`src/rtl/quad_updown_cmd_gen_pkg.sv`:
```
// Shared encodings for the quadrature command generator and the updown_counter it feeds.
// Holds the up_down command codes, the decoder FSM states and the Gray-order helper.
package quad_updown_cmd_gen_pkg;

   typedef enum logic [1:0] {
      UD_HOLD = 2'b00,
      UD_UP   = 2'b01,
      UD_DOWN = 2'b10
   } ud_cmd_t;

   typedef enum logic {
      ST_INIT  = 1'b0,
      ST_TRACK = 1'b1
   } quad_state_t;

   // Successor of {A,B} when moving in the UP direction: 00->10->11->01->00.
   function automatic logic [1:0] gray_next_up(input logic [1:0] ab);
      logic [1:0] nxt;
      case (ab)
         2'b00:   nxt = 2'b10;
         2'b10:   nxt = 2'b11;
         2'b11:   nxt = 2'b01;
         default: nxt = 2'b00;
      endcase
      return nxt;
   endfunction

endpackage

```
`src/rtl/quad_updown_cmd_gen_if.sv`:
```
// Bus between the encoder-side controls and the quadrature command generator.
// master drives the encoder pins and controls; slave is the generator.
interface quad_updown_cmd_gen_if #(
   parameter int ERR_CNT_W = 8
);
   logic                 en;
   logic                 quad_a;
   logic                 quad_b;
   logic                 clr_err;
   logic [1:0]           up_down;
   logic                 dir;
   logic                 err;
   logic [ERR_CNT_W-1:0] err_cnt;

   modport master (
      output en, quad_a, quad_b, clr_err,
      input  up_down, dir, err, err_cnt
   );

   modport slave (
      input  en, quad_a, quad_b, clr_err,
      output up_down, dir, err, err_cnt
   );
endinterface

```
`src/rtl/quad_updown_cmd_gen_glitch_filter.sv`:
```
// Two-flop synchroniser plus stability filter for one asynchronous encoder channel.
// filt only follows the input after FILT_LEN consecutive edges of disagreement.
module quad_glitch_filter #(
   parameter int FILT_LEN = 4
) (
   input  logic clk,
   input  logic reset,
   input  logic din,
   output logic filt
);
   localparam int CNT_W = (FILT_LEN > 2) ? $clog2(FILT_LEN) : 1;

   logic             s1;
   logic             s2;
   logic [CNT_W-1:0] cnt;

   // NOTE: sequential state uses <= so every flop samples pre-edge values.
   always_ff @(posedge clk) begin
      if (reset) begin
         s1   <= 1'b0;
         s2   <= 1'b0;
         filt <= 1'b0;
         cnt  <= '0;
      end else begin
         s1 <= din;
         s2 <= s1;
         if (s2 == filt) begin
            cnt <= '0;
         end else if (cnt == CNT_W'(FILT_LEN - 1)) begin
            filt <= s2;
            cnt  <= '0;
         end else begin
            cnt <= cnt + CNT_W'(1);
         end
      end
   end
endmodule

```
`src/rtl/quad_updown_cmd_gen.sv`:
```
// Quadrature decoder producing one-cycle UP/DOWN commands for updown_counter,
// with illegal-transition detection and a saturating error count.
module quad_updown_cmd_gen
   import quad_updown_cmd_gen_pkg::*;
#(
   parameter int FILT_LEN  = 4,
   parameter int ERR_CNT_W = 8
) (
   input logic                 clk,
   input logic                 reset,
   quad_updown_cmd_gen_if.slave bus
);
   logic                 filt_a;
   logic                 filt_b;
   logic [1:0]           ab;
   logic [1:0]           prev;
   quad_state_t          state;
   ud_cmd_t              up_down_q;
   logic                 dir_q;
   logic                 err_q;
   logic [ERR_CNT_W-1:0] err_cnt_q;
   logic                 step_up;
   logic                 step_down;
   logic                 illegal;

   quad_glitch_filter #(.FILT_LEN(FILT_LEN)) u_filt_a (
      .clk(clk), .reset(reset), .din(bus.quad_a), .filt(filt_a)
   );

   quad_glitch_filter #(.FILT_LEN(FILT_LEN)) u_filt_b (
      .clk(clk), .reset(reset), .din(bus.quad_b), .filt(filt_b)
   );

   assign ab = {filt_a, filt_b};

   // Anything in TRACK that moved but is neither Gray neighbour changed both bits at once.
   always_comb begin
      step_up   = 1'b0;
      step_down = 1'b0;
      illegal   = 1'b0;
      if (state == ST_TRACK && ab != prev) begin
         step_up   = (ab == gray_next_up(prev));
         step_down = (prev == gray_next_up(ab));
         illegal   = !step_up && !step_down;
      end
   end

   always_ff @(posedge clk) begin
      if (reset) begin
         state     <= ST_INIT;
         prev      <= 2'b00;
         up_down_q <= UD_HOLD;
         dir_q     <= 1'b0;
         err_q     <= 1'b0;
         err_cnt_q <= '0;
      end else begin
         up_down_q <= UD_HOLD;
         err_q     <= illegal;

         case (state)
            ST_INIT: begin
               if (ab != prev) begin
                  prev  <= ab;
                  state <= ST_TRACK;
               end
            end
            default: begin
               prev <= ab;
               if (step_up) begin
                  dir_q <= 1'b1;
                  if (bus.en) up_down_q <= UD_UP;
               end else if (step_down) begin
                  dir_q <= 1'b0;
                  if (bus.en) up_down_q <= UD_DOWN;
               end
            end
         endcase

         if (bus.clr_err) begin
            err_cnt_q <= illegal ? ERR_CNT_W'(1) : '0;
         end else if (illegal && err_cnt_q != '1) begin
            err_cnt_q <= err_cnt_q + ERR_CNT_W'(1);
         end
      end
   end

   assign bus.up_down = up_down_q;
   assign bus.dir     = dir_q;
   assign bus.err     = err_q;
   assign bus.err_cnt = err_cnt_q;
endmodule
```
`src/flat_wrapper.sv`:
```
// flat-port wrapper written by rule: the top's interface ports become plain ports
module quad_updown_cmd_gen_flat import quad_updown_cmd_gen_pkg::*;
#(
   parameter int FILT_LEN  = 4,
   parameter int ERR_CNT_W = 8
)
  (clk, reset, bus_en, bus_quad_a, bus_quad_b, bus_clr_err, bus_up_down, bus_dir, bus_err, bus_err_cnt);
  quad_updown_cmd_gen_if #(.ERR_CNT_W(ERR_CNT_W)) bus_i ();
  input logic clk;
  input logic reset;
  input wire logic [$bits(bus_i.en)-1:0] bus_en;
  input wire logic [$bits(bus_i.quad_a)-1:0] bus_quad_a;
  input wire logic [$bits(bus_i.quad_b)-1:0] bus_quad_b;
  input wire logic [$bits(bus_i.clr_err)-1:0] bus_clr_err;
  output wire logic [$bits(bus_i.up_down)-1:0] bus_up_down;
  output wire logic [$bits(bus_i.dir)-1:0] bus_dir;
  output wire logic [$bits(bus_i.err)-1:0] bus_err;
  output wire logic [$bits(bus_i.err_cnt)-1:0] bus_err_cnt;
  assign bus_i.en = bus_en;
  assign bus_i.quad_a = bus_quad_a;
  assign bus_i.quad_b = bus_quad_b;
  assign bus_i.clr_err = bus_clr_err;
  assign bus_up_down = bus_i.up_down;
  assign bus_dir = bus_i.dir;
  assign bus_err = bus_i.err;
  assign bus_err_cnt = bus_i.err_cnt;
  quad_updown_cmd_gen #(.FILT_LEN(FILT_LEN), .ERR_CNT_W(ERR_CNT_W)) u_core (.clk(clk), .reset(reset), .bus(bus_i));
endmodule
```
`config.mk`:
```
export PLATFORM = sky130hd
export DESIGN_NAME = quad_updown_cmd_gen_flat
export DESIGN_NICKNAME = d
export VERILOG_FILES = /design/src/rtl/quad_updown_cmd_gen_pkg.sv /design/src/rtl/quad_updown_cmd_gen_if.sv /design/src/rtl/quad_updown_cmd_gen_glitch_filter.sv /design/src/rtl/quad_updown_cmd_gen.sv /design/src/flat_wrapper.sv
export SDC_FILE = /design/constraint.sdc
export NUM_CORES = 1
export LEC_CHECK = 0
export ABC_CLOCK_PERIOD_IN_PS = 3500
export CAP_MARGIN = 15
export CORE_MARGIN = 5
export CORE_UTILIZATION = 25
export CTS_CLUSTER_DIAMETER = 100
export DETAILED_ROUTE_END_ITERATION = 8
export SKIP_LAST_GASP = 1
export SLEW_MARGIN = 5
export SYNTH_ARGS = -nofsm -noshare
export SYNTH_HDL_FRONTEND = slang
export SYNTH_SLANG_ARGS = --single-unit
```
`constraint.sdc`:
```
create_clock -name clk -period 3.5 [get_ports clk]
set_input_delay 0.7 -clock clk [delete_from_list [all_inputs] [get_ports clk]]
set_output_delay 0.7 -clock clk [all_outputs]
set_load 0.02 [all_outputs]
```
# == Yosys cells after proc, flatten, opt, wreduce, memory -nomap -nowiden ==
# Index checks and enable logic that the tools add are counted.
# word_totals
ff_bits,25
elab_cells,68
in_bits,6
output_inout_bits,12
# classes
bitwise,3
muxes,20
addsub,3
eq_ne,12
reduce_logical,16
# ops
op,n
8-bit 2-to-1 mux,2
2-bit 2-to-1 mux,7
"2-bit equality test, second input constant",6
2-bit case mux with 3 select lines,2
1-bit 2-to-1 mux,9
"8-bit by 1-bit adder with 8-bit output, second input constant",1
"8-bit inequality test, second input constant",1
2-bit AND reduction,3
2-bit nonzero test,3
3-bit OR reduction,2
"2-bit by 1-bit adder with 2-bit output, second input constant",2
2-bit equality test,2
2-bit logical NOT,2
1-bit logical AND,3
1-bit NOT,3
1-bit equality test,2
1-bit logical NOT,2
2-bit inequality test,1
2-bit OR reduction,1

# == Logic depth before layout (Yosys ltp) ==
# logic_depth
depth_word,10
ltp_mapped,6
mapped_depth_nobuf,5

# == Modules after synthesis ==
# From an unflattened synthesis, not the netlist that was laid out.
# hier_totals
hier_cells,97
hier_area_um2,982.2
# by_module_without_submodules
mod,area_per_inst_um2,cells_each,instances
quad_updown_cmd_gen,644.4,71,1
quad_glitch_filter,168.9,13,2

# == Least setup slack after synthesis ==
# Ideal clock, no wire load.
# synth_path
path_type,register -> register
startpoint,register u_core.err_cnt_q[0] (netlist: u_core.bus.err_cnt[0])
endpoint,register u_core.err_cnt_q[3] (netlist: u_core.bus.err_cnt[3])
stages_incl_launch_ff,7
path_slack_ns,1.865
setup_time_ns,0.070
arrival_ns,1.565
path_cell_list,dfxtp_1 > ha_1 > nand3_1 > o2111ai_1 > buf_2 > or3_1 > a21oi_1
# synth_via
elab_chain_cells,3
# synth_lines
item,line,rtl
from (decl),quad_updown_cmd_gen.sv:21,logic [ERR_CNT_W-1:0] err_cnt_q;
from (signal assigned),quad_updown_cmd_gen.sv:80,err_cnt_q <= illegal ? ERR_CNT_W'(1) : '0;
from (signal assigned),quad_updown_cmd_gen.sv:82,err_cnt_q <= err_cnt_q + ERR_CNT_W'(1);
8-bit by 1-bit adder with 8-bit output / 8-bit inequality test (equally long branches),"quad_updown_cmd_gen.sv:82, quad_updown_cmd_gen.sv:81",
8-bit 2-to-1 mux / 1-bit logical AND (equally long branches),quad_updown_cmd_gen.sv:81,end else if (illegal && err_cnt_q != '1) begin
8-bit 2-to-1 mux / 2-bit nonzero test (equally long branches),-,
# Parallel ways exist; a longest one is shown, timed or not. The select of a mux whose other input is x is not followed.
# A chain may end at the register's enable or synchronous reset.

# == Final worst setup path ==
# layout_path
startpoint,register u_core.err_cnt_q[0] (netlist: u_core.bus.err_cnt[0])
endpoint,register u_core.err_cnt_q[5] (netlist: u_core.bus.err_cnt[5])
# The elaborated chain is that of the path after synthesis.

==> reports/metrics.csv <==
metric,value,unit
outcome,"complete, no violations",
max_stage_delay,640,ps
hold_violations,0,
drive_gt1_frac,0.04167,
synth_fp_nets,110,
leakage,0.4350,nW
grt_pass1_wl,3236,µm
clk_path_buf_depth,2,
cts-hold-fix-buffers,0,
final_common_cell,dfxtp_1,
grt_max_degree,17,
routed_via_density,4.661,
area_delta_synth_final,28.09,%
ant_nets,0,
numCtsBuffers,3,
io_buffer_count,17,
antenna_found_initial,0,
ys_ff_latch,25,
routed.top_layer,met4,
num_antenna_cells,0,
grt_pass1_vias,812,
yosysTopAreaCell,dfxtp_1,
nets,130,
critical_path.slowest_cell,or4_1,
seq_area_frac_synth,0.5202,
met2_length,887,µm
fmax,484.4,MHz
start_util,0.2609,
post_cts_buffers,0,
maxSlewHeadroom,0.4613,
finalCriticalPeriod,2064,ps
finalSetupTns,0,ps
powerDensity,388.5,nW/µm²
yosys_warnings,0,
dpl-instance-area,1184,µm²
setup_viol,0,
period_share,0.5898,
wl_met1,834,µm
crit_family,simple AND/OR/NAND/NOR gates,
first_pass_iters,3,
num_vias,783,
design_area,1232,µm²
crit_required,3710,ps
synthTopCellsByArea,"dfxtp_1, nor2_1, ha_1",
worstSkewPairLatency,270,ps
cp.arrival,2270,ps
drc,0,
synth_top_area_frac,0.5202,
die_area,5189,µm²
drv_slew,0,
ys_types,28,
htreeDepth,1,
fp.coreArea,3689,µm²
syn-cell-area,962.2,µm²
die_y,72.04,µm
drv_cap,0,
gp_congestion,0.6886,
layout_common_cells,"dfxtp_1, clkdlybuf4s50_1, nor2_1",
startpoint_type,register,
cts_tree,built,
track_usage,0.07715,
avgSynthCellArea,9.526,µm²
ir_drop,256.0,µV
postSynthCellCount,101,
hp-class,reg -> reg,
avgRoutedWirePerCell,10.96,µm
rows,22,
crit_path_end_kind,register,
critPathMaxFanout,12,
place_hpwl,1442,µm
critPathBufInv,0,
clkTransAtPathRegs,90,ps
fin_worst_skew,4.285,ps
cts_resized,0,
cts.sink_count,25,
num_io_pins,18,
die_w,72.04,µm
drtIter0Drc,5,
root_buffer,clkbuf_8,
grt_setup_unrepaired,no,
drt_wl_total,1842,µm
grt_overflow,0,
worstMarginPinSlew,807.3,ps
met3WireLength,87,µm
crit_chain,"ha_1, nand3_1, o2111ai_1, or4_1, a21oi_1",
path_class,reg -> reg,
## area by class of cell
class                   instances  area (µm²)
clock buffers                   3       41.29
well taps                      48       60.06
multi-input cells              68       430.4
fillers                       386        2456
flip-flops and latches         25       500.5
clock inverters                 1       7.507
repair buffers                 17       170.2
inverters                       6       22.52
## per-stage QoR
| step | util | power (mW) | hold slack, ps | cells | setup slack [ps] |
|---|---|---|---|---|---|
| detailed placement | 0.3209 | 0.3102 | 416.7 | 164 | 1422 |
| CTS | 0.3341 | 0.4849 | 429.8 | 168 | 1402 |
| global route | 0.3341 | 0.4926 | 448.4 | 168 | 1233 |
| floorplan | - | 0.3019 | 397.4 | 101 | 1865 |
| finish | 0.3341 | 0.4789 | 424.2 | 168 | 1436 |
| global placement | 0.3209 | 0.3096 | 407.2 | 164 | 1460 |
## Yosys cell counts
master,n
dfxtp_1,25
a211oi_1,2
o2111ai_1,1
xor2_1,3
or3b_2,1
ha_1,3
inv_1,6
o31a_1,1
nor2b_1,6
nand4_1,2
nor4_1,1
o211ai_1,1
or4_1,2
buf_2,1
o21bai_1,1
o31ai_1,2
nor3_1,1
clkbuf_1,1
a41o_1,1
or3_1,4
a21oi_1,5
xnor2_1,3
nand3_1,5
mux2i_1,2
nor2_1,11
nand2_1,6
o41ai_1,1
o21ai_0,3
## registers in the layout, indices dropped and copies added, names as in the netlist
signal / flops
u_core.bus.up_down: 2
u_core.u_filt_a.s2: 1
u_core.u_filt_a.filt: 1
u_core.bus.err: 1
u_core.u_filt_b.cnt: 2
u_core.u_filt_a.cnt: 2
u_core.bus.err_cnt: 8
u_core.state: 1
u_core.u_filt_b.s2: 1
u_core.u_filt_b.filt: 1
u_core.bus.dir: 1
u_core.u_filt_b.s1: 1
u_core.u_filt_a.s1: 1
u_core.prev: 2
## worst paths after layout
| check | startpoint | endpoint | slack [ps] | depth (start not counted) |
|---|---|---|---|---|
| worst max register to register | u_core.bus.err_cnt[0] | u_core.bus.err_cnt[5] | 1440 | 5 |
| worst min-delay path | u_core.u_filt_b.cnt[0] | u_core.u_filt_b.cnt[0] | 420 | 1 |
| worst min register to register | u_core.u_filt_b.cnt[0] | u_core.u_filt_b.cnt[0] | 420 | 1 |
| worst max-delay path | u_core.bus.err_cnt[0] | u_core.bus.err_cnt[5] | 1440 | 5 |
## cell families (layout without fill, tap and decap cells)
kind of cell,after synthesis,after routing,synth area share
compound gates,18,18,0.1261
flops,25,25,0.5202
simple gates,39,39,0.2068
fa+ha+maj,3,3,0.03902
buf+inv,8,27,0.03250
xor+xnor,6,6,0.05463
mux,2,2,0.02081
## power by group
part	switching [mW]	total [mW]	internal [mW]
registers	0.00114	0.288	0.287
logic	0.00726	0.0151	0.00782
clock network	0.0948	0.176	0.0808
## layer usage
| layer | up-vias | GRT usage |
|---|---|---|
| met2 | 13 | 0.1449 |
| met1 | 371 | 0.07705 |
| met5 | - | 0 |
| li1 | 396 | - |
| met3 | 3 | 0.02355 |
| met4 | 0 | 0.03549 |
## worst register-to-register path, cell delays in order, from the launching register on
cell and delay, ps:
dfxtp_1 360, ha_1 220, nand3_1 180, o2111ai_1 440, or4_1 640, a21oi_1 150
Note: power is estimated with default switching activity, not from simulation.
